--- src/rtl/ebus_diag_pkg.sv ---
// Shared constants and enums for the EBUS DIAG read path.
// Select codes name the data-path registers in DIAG read order.
package ebus_diag_pkg;

    localparam logic [6:0] DIAG_READ_EDP = 7'o120;
    localparam int         CNT_W         = 8;

    typedef enum logic [2:0] {
        SEL_AR  = 3'd0,
        SEL_BR  = 3'd1,
        SEL_MQ  = 3'd2,
        SEL_FM  = 3'd3,
        SEL_BRX = 3'd4,
        SEL_ARX = 3'd5,
        SEL_ADX = 3'd6,
        SEL_AD  = 3'd7
    } diag_sel_e;

    typedef enum logic [2:0] {
        ST_IDLE,
        ST_SETUP,
        ST_STROBE,
        ST_SETTLE,
        ST_HOLD,
        ST_GAP
    } reader_state_e;

endpackage

--- src/rtl/diag_settle_counter.sv ---
// Loadable up-counter with a terminal-count flag.
// It is shared by the strobe-settle and inter-read gap timing.
module diag_settle_counter
    import ebus_diag_pkg::*;
#(
    parameter int WIDTH = CNT_W
) (
    input  logic             clk_i,
    input  logic             reset_i,
    input  logic             load_i,
    input  logic             enable_i,
    input  logic [WIDTH-1:0] terminal_i,
    output logic             done_o
);

    logic [WIDTH-1:0] count_q;

    // A load always restarts at 1: the load cycle itself counts as the first one.
    always_ff @(posedge clk_i) begin
        if (reset_i) begin
            count_q <= '0;
        end else if (load_i) begin
            count_q <= WIDTH'(1);
        end else if (enable_i) begin
            count_q <= count_q + WIDTH'(1);
        end
    end

    assign done_o = (count_q == terminal_i);

endmodule

--- src/rtl/ebus_diag_reader.sv ---
// EBUS DIAG read sequencer: issues function 12X, strobes, samples EBUS.data.
// It returns each word over a valid/ready handshake, optionally scanning selects 0..7.
module ebus_diag_reader
    import ebus_diag_pkg::*;
#(
    parameter int SETTLE_CYCLES = 2,
    parameter int GAP_CYCLES    = 1
) (
    input  logic        eboxClk,
    input  logic        eboxReset,
    input  logic        reqValid,
    output logic        reqReady,
    input  logic [2:0]  reqSel,
    input  logic        reqScan,
    input  logic [0:35] ebusData,
    output logic [0:6]  diagFunc,
    output logic        diagReadFunc12X,
    output logic        rspValid,
    input  logic        rspReady,
    output logic [2:0]  rspSel,
    output logic [0:35] rspData,
    output logic        rspParity,
    output logic        rspLast,
    output logic        busy
);

    reader_state_e state_q, state_d;
    logic [2:0]    sel_q, sel_d;
    logic          scan_q, scan_d;
    logic [0:6]    diagFunc_q, diagFunc_d;
    logic          strobe_q, strobe_d;
    logic          reqReady_q;
    logic          rspValid_q, rspValid_d;
    logic [0:35]   rspData_q, rspData_d;
    logic [2:0]    rspSel_q, rspSel_d;
    logic          rspParity_q, rspParity_d;
    logic          rspLast_q, rspLast_d;

    logic             cntLoad, cntEnable, cntDone;
    logic [CNT_W-1:0] cntTerminal;

    diag_settle_counter #(.WIDTH(CNT_W)) u_counter (
        .clk_i      (eboxClk),
        .reset_i    (eboxReset),
        .load_i     (cntLoad),
        .enable_i   (cntEnable),
        .terminal_i (cntTerminal),
        .done_o     (cntDone)
    );

    // Outputs are registered, so the strobe rises one edge after STROBE is entered,
    // a full cycle after diagFunc settled.
    always_comb begin
        state_d     = state_q;
        sel_d       = sel_q;
        scan_d      = scan_q;
        diagFunc_d  = diagFunc_q;
        strobe_d    = 1'b0;
        rspValid_d  = rspValid_q;
        rspData_d   = rspData_q;
        rspSel_d    = rspSel_q;
        rspParity_d = rspParity_q;
        rspLast_d   = rspLast_q;
        cntLoad     = 1'b0;
        cntEnable   = 1'b0;
        cntTerminal = CNT_W'(SETTLE_CYCLES);

        case (state_q)
            ST_IDLE: begin
                if (reqValid && reqReady_q) begin
                    sel_d   = reqScan ? SEL_AR : reqSel;
                    scan_d  = reqScan;
                    state_d = ST_SETUP;
                end
            end
            ST_SETUP: begin
                diagFunc_d = DIAG_READ_EDP | {4'b0000, sel_q};
                state_d    = ST_STROBE;
            end
            ST_STROBE: begin
                strobe_d = 1'b1;
                cntLoad  = 1'b1;
                state_d  = ST_SETTLE;
            end
            ST_SETTLE: begin
                if (cntDone) begin
                    rspValid_d  = 1'b1;
                    rspData_d   = ebusData;
                    rspSel_d    = sel_q;
                    rspParity_d = ^ebusData;
                    rspLast_d   = ~scan_q | (sel_q == SEL_AD);
                    state_d     = ST_HOLD;
                end else begin
                    strobe_d  = 1'b1;
                    cntEnable = 1'b1;
                end
            end
            ST_HOLD: begin
                if (rspValid_q && rspReady) begin
                    rspValid_d = 1'b0;
                    if (rspLast_q) begin
                        state_d = ST_IDLE;
                    end else begin
                        sel_d = sel_q + 3'd1;
                        if (GAP_CYCLES == 0) begin
                            state_d = ST_SETUP;
                        end else begin
                            cntLoad = 1'b1;
                            state_d = ST_GAP;
                        end
                    end
                end
            end
            ST_GAP: begin
                cntTerminal = CNT_W'(GAP_CYCLES);
                if (cntDone) begin
                    state_d = ST_SETUP;
                end else begin
                    cntEnable = 1'b1;
                end
            end
            default: state_d = ST_IDLE;
        endcase
    end

    always_ff @(posedge eboxClk) begin
        if (eboxReset) begin
            state_q     <= ST_IDLE;
            sel_q       <= '0;
            scan_q      <= 1'b0;
            diagFunc_q  <= '0;
            strobe_q    <= 1'b0;
            reqReady_q  <= 1'b1;
            rspValid_q  <= 1'b0;
            rspData_q   <= '0;
            rspSel_q    <= '0;
            rspParity_q <= 1'b0;
            rspLast_q   <= 1'b0;
        end else begin
            state_q     <= state_d;
            sel_q       <= sel_d;
            scan_q      <= scan_d;
            diagFunc_q  <= diagFunc_d;
            strobe_q    <= strobe_d;
            reqReady_q  <= (state_d == ST_IDLE);
            rspValid_q  <= rspValid_d;
            rspData_q   <= rspData_d;
            rspSel_q    <= rspSel_d;
            rspParity_q <= rspParity_d;
            rspLast_q   <= rspLast_d;
        end
    end

    assign reqReady        = reqReady_q;
    assign diagFunc        = diagFunc_q;
    assign diagReadFunc12X = strobe_q;
    assign rspValid        = rspValid_q;
    assign rspData         = rspData_q;
    assign rspSel          = rspSel_q;
    assign rspParity       = rspParity_q;
    assign rspLast         = rspLast_q;
    assign busy            = (state_q != ST_IDLE);

endmodule
--- config.mk ---
export PLATFORM = sky130hd
export DESIGN_NAME = ebus_diag_reader
export DESIGN_NICKNAME = d
export VERILOG_FILES = /design/src/rtl/ebus_diag_pkg.sv /design/src/rtl/diag_settle_counter.sv /design/src/rtl/ebus_diag_reader.sv
export SDC_FILE = /design/constraint.sdc
export NUM_CORES = 1
export LEC_CHECK = 0
export ABC_AREA = 1
export ABC_CLOCK_PERIOD_IN_PS = 2000
export CORE_UTILIZATION = 30
export CTS_CLUSTER_SIZE = 24
export DETAILED_ROUTE_END_ITERATION = 8
export DONT_BUFFER_PORTS = 1
export SETUP_SLACK_MARGIN = 0.4
export SLEW_MARGIN = 25
export SYNTH_ARGS = -nofsm -noshare
export SYNTH_HDL_FRONTEND = slang
export SYNTH_SLANG_ARGS = --single-unit
--- constraint.sdc ---
create_clock -name eboxClk -period 2 [get_ports eboxClk]
set_clock_uncertainty 0.2 [all_clocks]
set_input_delay 0.2 -clock eboxClk [delete_from_list [all_inputs] [get_ports eboxClk]]
set_output_delay 0.2 -clock eboxClk [all_outputs]
set_load 0.03 [all_outputs]
==> results of run 1 <==
-- per-stage QoR --
stage / std cells / utilization [%]
floorplan: 521 / -
finish: 734 / 43.55
global route: 734 / 43.55
global placement: 653 / 32.43
detailed placement: 653 / 32.43
CTS: 717 / 39.54
-- final cells by class --
class	instances	area, µm²
inverter	69	271.5
timing repair inverter	1	8.758
fill	1090	6092
sequential	63	1282
clock buffer	10	137.6
tap	140	175.2
clock inverter	6	68.82
multi-input combinational	373	1942
timing repair buffer	72	814.5
-- power by group through the flow --
| stage | clock (mW) | combinational, mW | sequential [mW] |
|---|---|---|---|
| after floorplan | 0 | 0.339 | 1.40 |
| after global placement | 0 | 0.407 | 1.40 |
| after detailed placement | 0 | 0.420 | 1.40 |
| after CTS | 1.20 | 0.517 | 1.37 |
| after global routing | 1.26 | 0.634 | 1.38 |
| final | 1.17 | 0.564 | 1.37 |
-- worst register-to-register path, stage by stage, from the launching register on --
cell and delay [ps]:
dfxtp_2 340, inv_2 40, or2_1 210, o21ai_2 210
nand2_2 130, o21ai_4 130, nor2_2 80, or2_0 200
nor3b_2 150
-- timing repair --
item	in CTS	in global routing
buffers inserted	5	8
cloned	1	9
hold buffers	42	0
pin swaps	2	13
resized for setup	26	79
endpoints found under the setup margin	56	57
endpoints found under the hold margin	50	0
-- how the worst min path moves through the flow --
| stage | start | to | slack, ps | cells past startpoint |
|---|---|---|---|---|
| floorplan | eboxReset | u_counter.count_q[0] | 60 | 1 |
| global placement | eboxReset | u_counter.count_q[0] | 70 | 1 |
| detailed placement | eboxReset | u_counter.count_q[0] | 70 | 1 |
| CTS | eboxReset | state_q[1] | 4 | 3 |
| global route | eboxReset | sel_q[2] | 20 | 3 |
| finish | rspReady | rspValid | 20 | 5 |
-- synth_stat cells --
| master | n | area share [%] |
|---|---|---|
| nand2_1 | 210 | 24 |
| inv_1 | 68 | 7.7 |
| dfxtp_1 | 63 | 38 |
| a21oi_1 | 51 | 7.7 |
| o21ai_0 | 41 | 6.2 |
| nand3_1 | 18 | 2.7 |
| nor2_1 | 12 | 1.4 |
| buf_4 | 7 | 1.6 |
| clkbuf_1 | 5 | 0.57 |
| xor2_1 | 5 | 1.3 |
| a31oi_1 | 4 | 0.75 |
| buf_2 | 4 | 0.60 |
| nor3_1 | 4 | 0.60 |
| ha_1 | 3 | 1.1 |
| xnor2_1 | 3 | 0.79 |
| nand4_1 | 2 | 0.38 |
| nor3_2 | 2 | 0.60 |
| nor3b_1 | 2 | 0.45 |
| o21ai_2 | 2 | 0.53 |
| or2_0 | 2 | 0.38 |
| a211oi_1 | 1 | 0.23 |
| a311oi_1 | 1 | 0.26 |
| clkinv_2 | 1 | 0.15 |
| conb_1 | 1 | 0.11 |
| nand2_2 | 1 | 0.19 |
| nand3_2 | 1 | 0.30 |
| nor2_2 | 1 | 0.19 |
| nor3_4 | 1 | 0.49 |
| nor4_1 | 1 | 0.19 |
| o21a_1 | 1 | 0.23 |
| o21ai_4 | 1 | 0.49 |
| or2_1 | 1 | 0.19 |
-- state kept, by name (all words and copies together) (netlist names), 3 cells and up --
signal,flops
rspData,36
rspSel,3
sel_q,3
state_q,3
u_counter.count_q,8
diagFunc,4
-- layout by cell type (no fill, tap or decap), drive strengths merged, types with 2 or more instances in the layout --
cell and count:
nand2 211, nor2 13, dlygate4sd3 42, nand3 19, dfxtp 63, o21ai 44, clkbuf 16, conb 2
a21oi 51, xnor2 3, nor3 7, inv 71, nand4 2, xor2 5, or2 3, nor3b 2
ha 3, clkinv 3, buf 24, a31oi 4
-- layer usage --
metal / GRT usage [%] / vias up / routed length, µm
met3: 5.471 / 11 / 623
met2: 29.91 / 101 / 5265
met4: 5.969 / 0 / 176
li1: - / 1783 / -
met1: 17.93 / 1647 / 4238
met5: 0 / - / 0
-- kinds of logic after synthesis --
kind of cell             count (synthesis)
other                                    1
AND/OR/NAND/NOR                        258
AO/OA/AOI/OAI                          102
adder cells (fa/ha/maj)                  3
XOR/XNOR                                 8
buffers and inverters                   85
flip-flops                              63
==> qor.json, run 1 <==
{
  "timing": {
    "transition_time_of_the_tightest_slew_check_pin_ps": 641.5,
    "period_share_pct": 90.06,
    "unrepaired_setup_endpoints_after_global_routing": "true",
    "postLayoutSetupSlackWorst_ps": 198.8,
    "timing_max_transition_violations_final": 0,
    "max_slew_margin_pct": 57.09,
    "period_needed_ps": 1801,
    "timing.fmax_mhz": 555.2,
    "setup_tns_ps": 0,
    "fin_hold_ws_ps": 18.81,
    "hold_viol_final": 0,
    "setup_violations": 0
  },
  "floorplan": {
    "initial_utilization_pct": 30.78,
    "design.die.area_mm2": 0.01150,
    "die_width_um": 107.2,
    "floorplan.rows": 38,
    "dieHeight_um": 107.2,
    "core_region_area_mm2": 0.01079,
    "floorplan.io_pins": 96
  },
  "power_and_ir_drop": {
    "share_comb_of_total_power_pct": 18.1,
    "power_report.internal_total_mw": 2.149,
    "report.power.total_mw": 3.109,
    "vdd_ir_drop_max_mv": 0.3214,
    "pwr_density_cell_mw_per_mm2": 661.4,
    "power.switching_fraction_pct": 30.88,
    "p_sw_mw": 0.9599,
    "power.leakage_nw": 2.197,
    "p_seq_share_pct": 44.2,
    "power.share.clock_pct": 37.7
  },
  "yosys": {
    "synthSimpleGateAreaFrac_pct": 31.75,
    "synth.mux.area_fraction_pct": 0,
    "cell_count_after_synthesis": 520,
    "yosysWarningCount": 0,
    "ys_seq_elements": 63,
    "mappedNetlistArea_mm2": 0.003322,
    "synthDistinctLibCells": 32,
    "yosys.area_share.xor_xnor_pct": 2.109,
    "synth-adder-area-share_pct": 1.130,
    "synth-seq-area-share_pct": 37.97,
    "synth-compound-area-share_pct": 16.35,
    "combinational_family_with_the_most_area_after_synthesis": "simple AND/OR/NAND/NOR gates",
    "syn_area_per_cell_um2": 6.388
  },
  "setup_path": {
    "cp-start-kind": "register",
    "crit_path_top_delay_cell": "dfxtp_2",
    "worst-setup-path-type": "register to register",
    "list_of_cells_traversed_by_the_critical_path": "inv_2 > or2_1 > o21ai_2 > nand2_2 > o21ai_4 > nor2_2 > or2_0 > nor3b_2",
    "worstPathRequired_ps": 2030,
    "crit_path_start": "u_counter.count_q[0]",
    "reg2reg_to": "u_counter.count_q[3]",
    "critical_path.reg2reg.startpoint": "u_counter.count_q[0]",
    "worst-path-max-fanout": 4,
    "instance_count_on_the_critical_path": 8,
    "worst-path-buf-inv": 1,
    "rr_worst_depth": 8,
    "endpoint_kind": "register",
    "worst_path_largest_cell_delay_ps": 340,
    "worstSetupEndpoint": "u_counter.count_q[3]",
    "top_family_by_delay_on_critical_path": "simple AND/OR/NAND/NOR gates",
    "cp_data_arrival_time_ps": 1830,
    "r2r_slack_ps": 200
  },
  "clocking": {
    "tritoncts_num_sinks": 63,
    "clk_latency_ps": 340,
    "clock_pin_slew_reported_for_the_worst_setup_and_hold_paths_after_clock_tree_synthesis_ps": 80,
    "tritoncts.num_buffers": 9,
    "cts_max_level": 3,
    "cts_root_buf": "clkbuf_8",
    "cts-root-to-sink-buffers": 2,
    "tritoncts": "done"
  },
  "routing": {
    "detail_route.iter0.violations": 145,
    "post_route_drc": 0,
    "firstDrtPassIters": 5,
    "drt_wl_cell_um": 14.04,
    "viasPerCell": 4.826,
    "vias": 3542,
    "final_antenna_net_count": 0,
    "postRouteWirelength_um": 10300
  },
  "run_status": {
    "outcome": "completed"
  },
  "place": {
    "dpl_cell_area_mm2": 0.003500,
    "globalplace.congestion": 0.7981,
    "dp.final_hpwl_um": 6099,
    "preCtsSetupSlack_ps": 175.1,
    "port_buffer_count": 0
  },
  "grt": {
    "grt_pass1_vias": 3344,
    "grt_start_max_net_pins": 26,
    "global_route_wire_length_before_repair_um": 15050,
    "grt_antenna_before_repair": 0,
    "grt_usage_pct": 16.57,
    "global_route.overflow_total": 0
  },
  "final_layout": {
    "num_antenna_cells": 0,
    "fin_nets": 636,
    "share_of_post_route_cells_with_drive_strength_above_1_pct": 20.20,
    "finish.instance_area_mm2": 0.004701,
    "syn_to_layout_area_delta_pct": 41.51
  },
  "run": {
    "maxCapViolCount": 0
  },
  "hold_path": {
    "hold_crit_class": "input port to register"
  }
}
No activity file was read; power rests on OpenSTA's default activity.
==> run 2, diff against run 1 <==
--- a/config.mk
+++ b/config.mk
@@ -12,7 +12,6 @@
 export DETAILED_ROUTE_END_ITERATION = 8
 export DONT_BUFFER_PORTS = 1
 export SETUP_SLACK_MARGIN = 0.4
-export SLEW_MARGIN = 25
 export SYNTH_ARGS = -nofsm -noshare
 export SYNTH_HDL_FRONTEND = slang
 export SYNTH_SLANG_ARGS = --single-unit
==> results of run 2 <==
The final DEF is identical to that of run 1; final timing and power are the same.
==> run 3, diff against run 2 <==
--- a/config.mk
+++ b/config.mk
@@ -11,6 +11,7 @@
 export CTS_CLUSTER_SIZE = 24
 export DETAILED_ROUTE_END_ITERATION = 8
 export DONT_BUFFER_PORTS = 1
+export MAX_ROUTING_LAYER = met4
 export SETUP_SLACK_MARGIN = 0.4
 export SYNTH_ARGS = -nofsm -noshare
 export SYNTH_HDL_FRONTEND = slang
==> run 3 against run 2 <==
  * Critical path depth is the same
  * Via count rose by 0.20%
  * Worst setup slack worse by 0.86 ps
  * Highest routed layer unchanged
  * Sequential cell count stayed put
  * Die area unchanged
==> qor.json, run 3 (synthesis results as in run 1) <==
{
  "clocking": {
    "cts_root_buf": "clkbuf_8",
    "clock_pin_slew_reported_for_the_worst_setup_and_hold_paths_after_clock_tree_synthesis": {"value": 80, "unit": "ps", "change": "about the same"},
    "cts_max_level": {"value": 3, "change": "unchanged"},
    "cts-root-to-sink-buffers": {"value": 2, "change": "unchanged"},
    "clk_latency": {"value": 350, "unit": "ps", "change": "about the same"},
    "tritoncts_num_sinks": {"value": 63, "change": "unchanged"},
    "tritoncts": "done",
    "tritoncts.num_buffers": {"value": 9, "change": "unchanged"}
  },
  "final_layout": {
    "mostFrequentLayoutCells": "205 x nand2_1, 59 x inv_1, 54 x dfxtp_1",
    "fillerInstances": {"value": 1089, "change": "-0.092%"},
    "num_antenna_cells": {"value": 0, "change": "unchanged"},
    "layout.cells.most_common": "nand2_1",
    "fin_nets": {"value": 637, "change": "+0.16%"},
    "largest_register_ff_count": {"value": 36, "change": "unchanged"},
    "syn_to_layout_area_delta_pct": 41.81,
    "share_of_post_route_cells_with_drive_strength_above_1": {"value": 20.17, "unit": "%", "change": "-0.034 points"}
  },
  "routing": {
    "final_antenna_net_count": {"value": 0, "change": "unchanged"},
    "detail_route.iter0.violations": {"value": 126, "change": "-13%"},
    "postRouteWirelength": {"value": 10290, "unit": "µm", "change": "-0.15%"},
    "viasPerCell": {"value": 4.829, "change": "about the same"},
    "drt_wl_cell": {"value": 14.00, "unit": "µm", "change": "-0.28%"},
    "post_route_drc": {"value": 0, "change": "unchanged"},
    "vias": {"value": 3549, "change": "+0.20%"},
    "firstDrtPassIters": {"value": 5, "change": "unchanged"}
  },
  "place": {
    "dp.final_hpwl": {"value": 6099, "unit": "µm", "change": "unchanged"},
    "globalplace.congestion": {"value": 0.8096, "change": "+1.4%"},
    "port_buffer_count": {"value": 0, "change": "unchanged"}
  },
  "setup_path": {
    "worst-path-max-fanout": {"value": 4, "change": "unchanged"},
    "rr_worst_depth": {"value": 8, "change": "unchanged"},
    "critical_path.reg2reg.startpoint": "u_counter.count_q[0]",
    "worstPathRequired": {"value": 2030, "unit": "ps", "change": "about the same"},
    "worst-setup-path-type": "register to register",
    "cp_data_arrival_time": {"value": 1840, "unit": "ps", "change": "about the same"},
    "cp-start-kind": "register",
    "endpoint_kind": "register",
    "r2r_slack": {"value": 200, "unit": "ps", "change": "about the same"},
    "reg2reg_to": "u_counter.count_q[3]"
  },
  "hold_path": {
    "hold_crit_class": "input port to register",
    "worst_hold_startpoint": "rspReady",
    "worstHoldPathCells": {"value": 5, "change": "unchanged"},
    "min_to": "rspValid"
  },
  "power_and_ir_drop": {
    "vdd_ir_drop_max": {"value": 0.3209, "unit": "mV", "change": "-0.17%"},
    "p_sw": {"value": 0.9656, "unit": "mW", "change": "+0.59%"},
    "pwr_density_cell": {"value": 661.5, "unit": "mW/mm²", "change": "about the same"},
    "report.power.total": {"value": 3.116, "unit": "mW", "change": "+0.23%"},
    "share_comb_of_total_power": {"value": 18.1, "unit": "%", "change": "about the same"},
    "power_report.internal_total": {"value": 2.150, "unit": "mW", "change": "about the same"},
    "power.share.clock": {"value": 37.8, "unit": "%", "change": "about the same"},
    "power.leakage": {"value": 2.201, "unit": "nW", "change": "+0.19%"},
    "p_seq_share": {"value": 44.1, "unit": "%", "change": "about the same"},
    "power.switching_fraction": {"value": 30.99, "unit": "%", "change": "+0.11 points"}
  },
  "timing": {
    "unrepaired_setup_endpoints_after_global_routing": "true",
    "fin_hold_ws": {"value": 15.99, "unit": "ps", "change": "-2.828 ps"},
    "timing_max_transition_violations_final": {"value": 0, "change": "unchanged"},
    "transition_time_of_the_tightest_slew_check_pin": {"value": 641.3, "unit": "ps", "change": "-0.2304 ps"},
    "period_needed": {"value": 1802, "unit": "ps", "change": "+0.8620 ps"},
    "hold_viol_final": {"value": 0, "change": "unchanged"},
    "setup_tns": {"value": 0, "unit": "ps", "change": "unchanged"},
    "period_share": {"value": 90.10, "unit": "%", "change": "about the same"},
    "max_slew_margin": {"value": 57.11, "unit": "%", "change": "about the same"},
    "setup_violations": {"value": 0, "change": "unchanged"},
    "timing.fmax": {"value": 554.9, "unit": "MHz", "change": "about the same"}
  },
  "floorplan": {
    "floorplan.rows": {"value": 38, "change": "unchanged"},
    "die_width": {"value": 107.2, "unit": "µm", "change": "unchanged"},
    "design.die.area": {"value": 0.01150, "unit": "mm²", "change": "unchanged"},
    "dieHeight": {"value": 107.2, "unit": "µm", "change": "unchanged"},
    "floorplan.io_pins": {"value": 96, "change": "unchanged"},
    "initial_utilization": {"value": 30.78, "unit": "%", "change": "unchanged"},
    "core_region_area": {"value": 0.01079, "unit": "mm²", "change": "unchanged"}
  },
  "run_status": {
    "outcome": "completed"
  },
  "run": {
    "maxCapViolCount": {"value": 0, "change": "unchanged"}
  },
  "grt": {
    "grt_start_max_net_pins": {"value": 26, "change": "unchanged"},
    "global_route_wire_length_before_repair": {"value": 15050, "unit": "µm", "change": "unchanged"},
    "grt_pass1_vias": {"value": 3351, "change": "+0.21%"},
    "grt_usage": {"value": 17.08, "unit": "%", "change": "+0.50 points"},
    "global_route.overflow_total": {"value": 0, "change": "unchanged"},
    "grt_antenna_before_repair": {"value": 0, "change": "unchanged"}
  }
}
[run 3: how the worst max path moves through the flow]
stage / from / to / cells after the start
6_report: u_counter.count_q[0] / u_counter.count_q[3] / 8
5_1_grt: state_q[1] / u_counter.count_q[5] / 11
4_1_cts: u_counter.count_q[0] / rspData[5] / 8
3_5_place_dp: u_counter.count_q[4] / reqReady / 7
3_3_place_gp: u_counter.count_q[4] / u_counter.count_q[3] / 8
2_1_floorplan: u_counter.count_q[0] / u_counter.count_q[3] / 8
[run 3: cell type report]
type,instances,area [µm²],area share [%]
Multi-Input combinational cell,373,1942,41.22
Sequential cell,63,1282,27.22
Timing Repair Buffer,73,824.5,17.50
Inverter,69,271.5,5.764
Tap cell,140,175.2,3.718
Clock buffer,10,137.6,2.922
Clock inverter,6,68.82,1.461
Timing Repair inverter,1,8.758,0.1859
[run 3: critical path: stages (launching register included)]
cell	delay, ps
dfxtp_2	340
inv_2	40
or2_1	210
o21ai_2	210
nand2_2	130
o21ai_4	130
nor2_2	80
or2_0	200
nor3b_2	150
[run 3: power by group through the flow]
stage	sequential, mW	combinational (mW)	clock [mW]
floorplan	1.40	0.339	0
global route	1.38	0.635	1.27
detailed placement	1.40	0.420	0
finish	1.37	0.565	1.18
global placement	1.40	0.407	0
CTS	1.37	0.517	1.20
[run 3: stage by stage]
stage	worst slack, ps	area [µm²]	utilization [%]	cells
2_1_floorplan	353.8	3331	-	521
3_3_place_gp	255.7	3500	32.43	653
3_5_place_dp	175.1	3500	32.43	653
4_1_cts	301.6	4268	39.54	717
5_1_grt	134.9	4711	43.65	735
6_report	197.9	4711	43.65	735
[run 3: timing repair]
item | 4_1_cts | 5_1_grt
pin swaps | 2 | 13
hold buffers | 42 | 1
resized for setup | 26 | 79
cloned | 1 | 9
buffers inserted | 5 | 8
endpoints found under the setup margin | 56 | 58
hold endpoints to repair | 50 | 1
[run 3: metal layers]
metal	share of wire (%)	track usage, %	vias to the layer above	wire (µm)
li1	-	-	1784	-
met1	41	18.16	1647	4232
met2	51	29.91	101	5275
met3	5.8	5.653	17	599
met4	1.8	5.382	0	181
met5	0	-	-	0
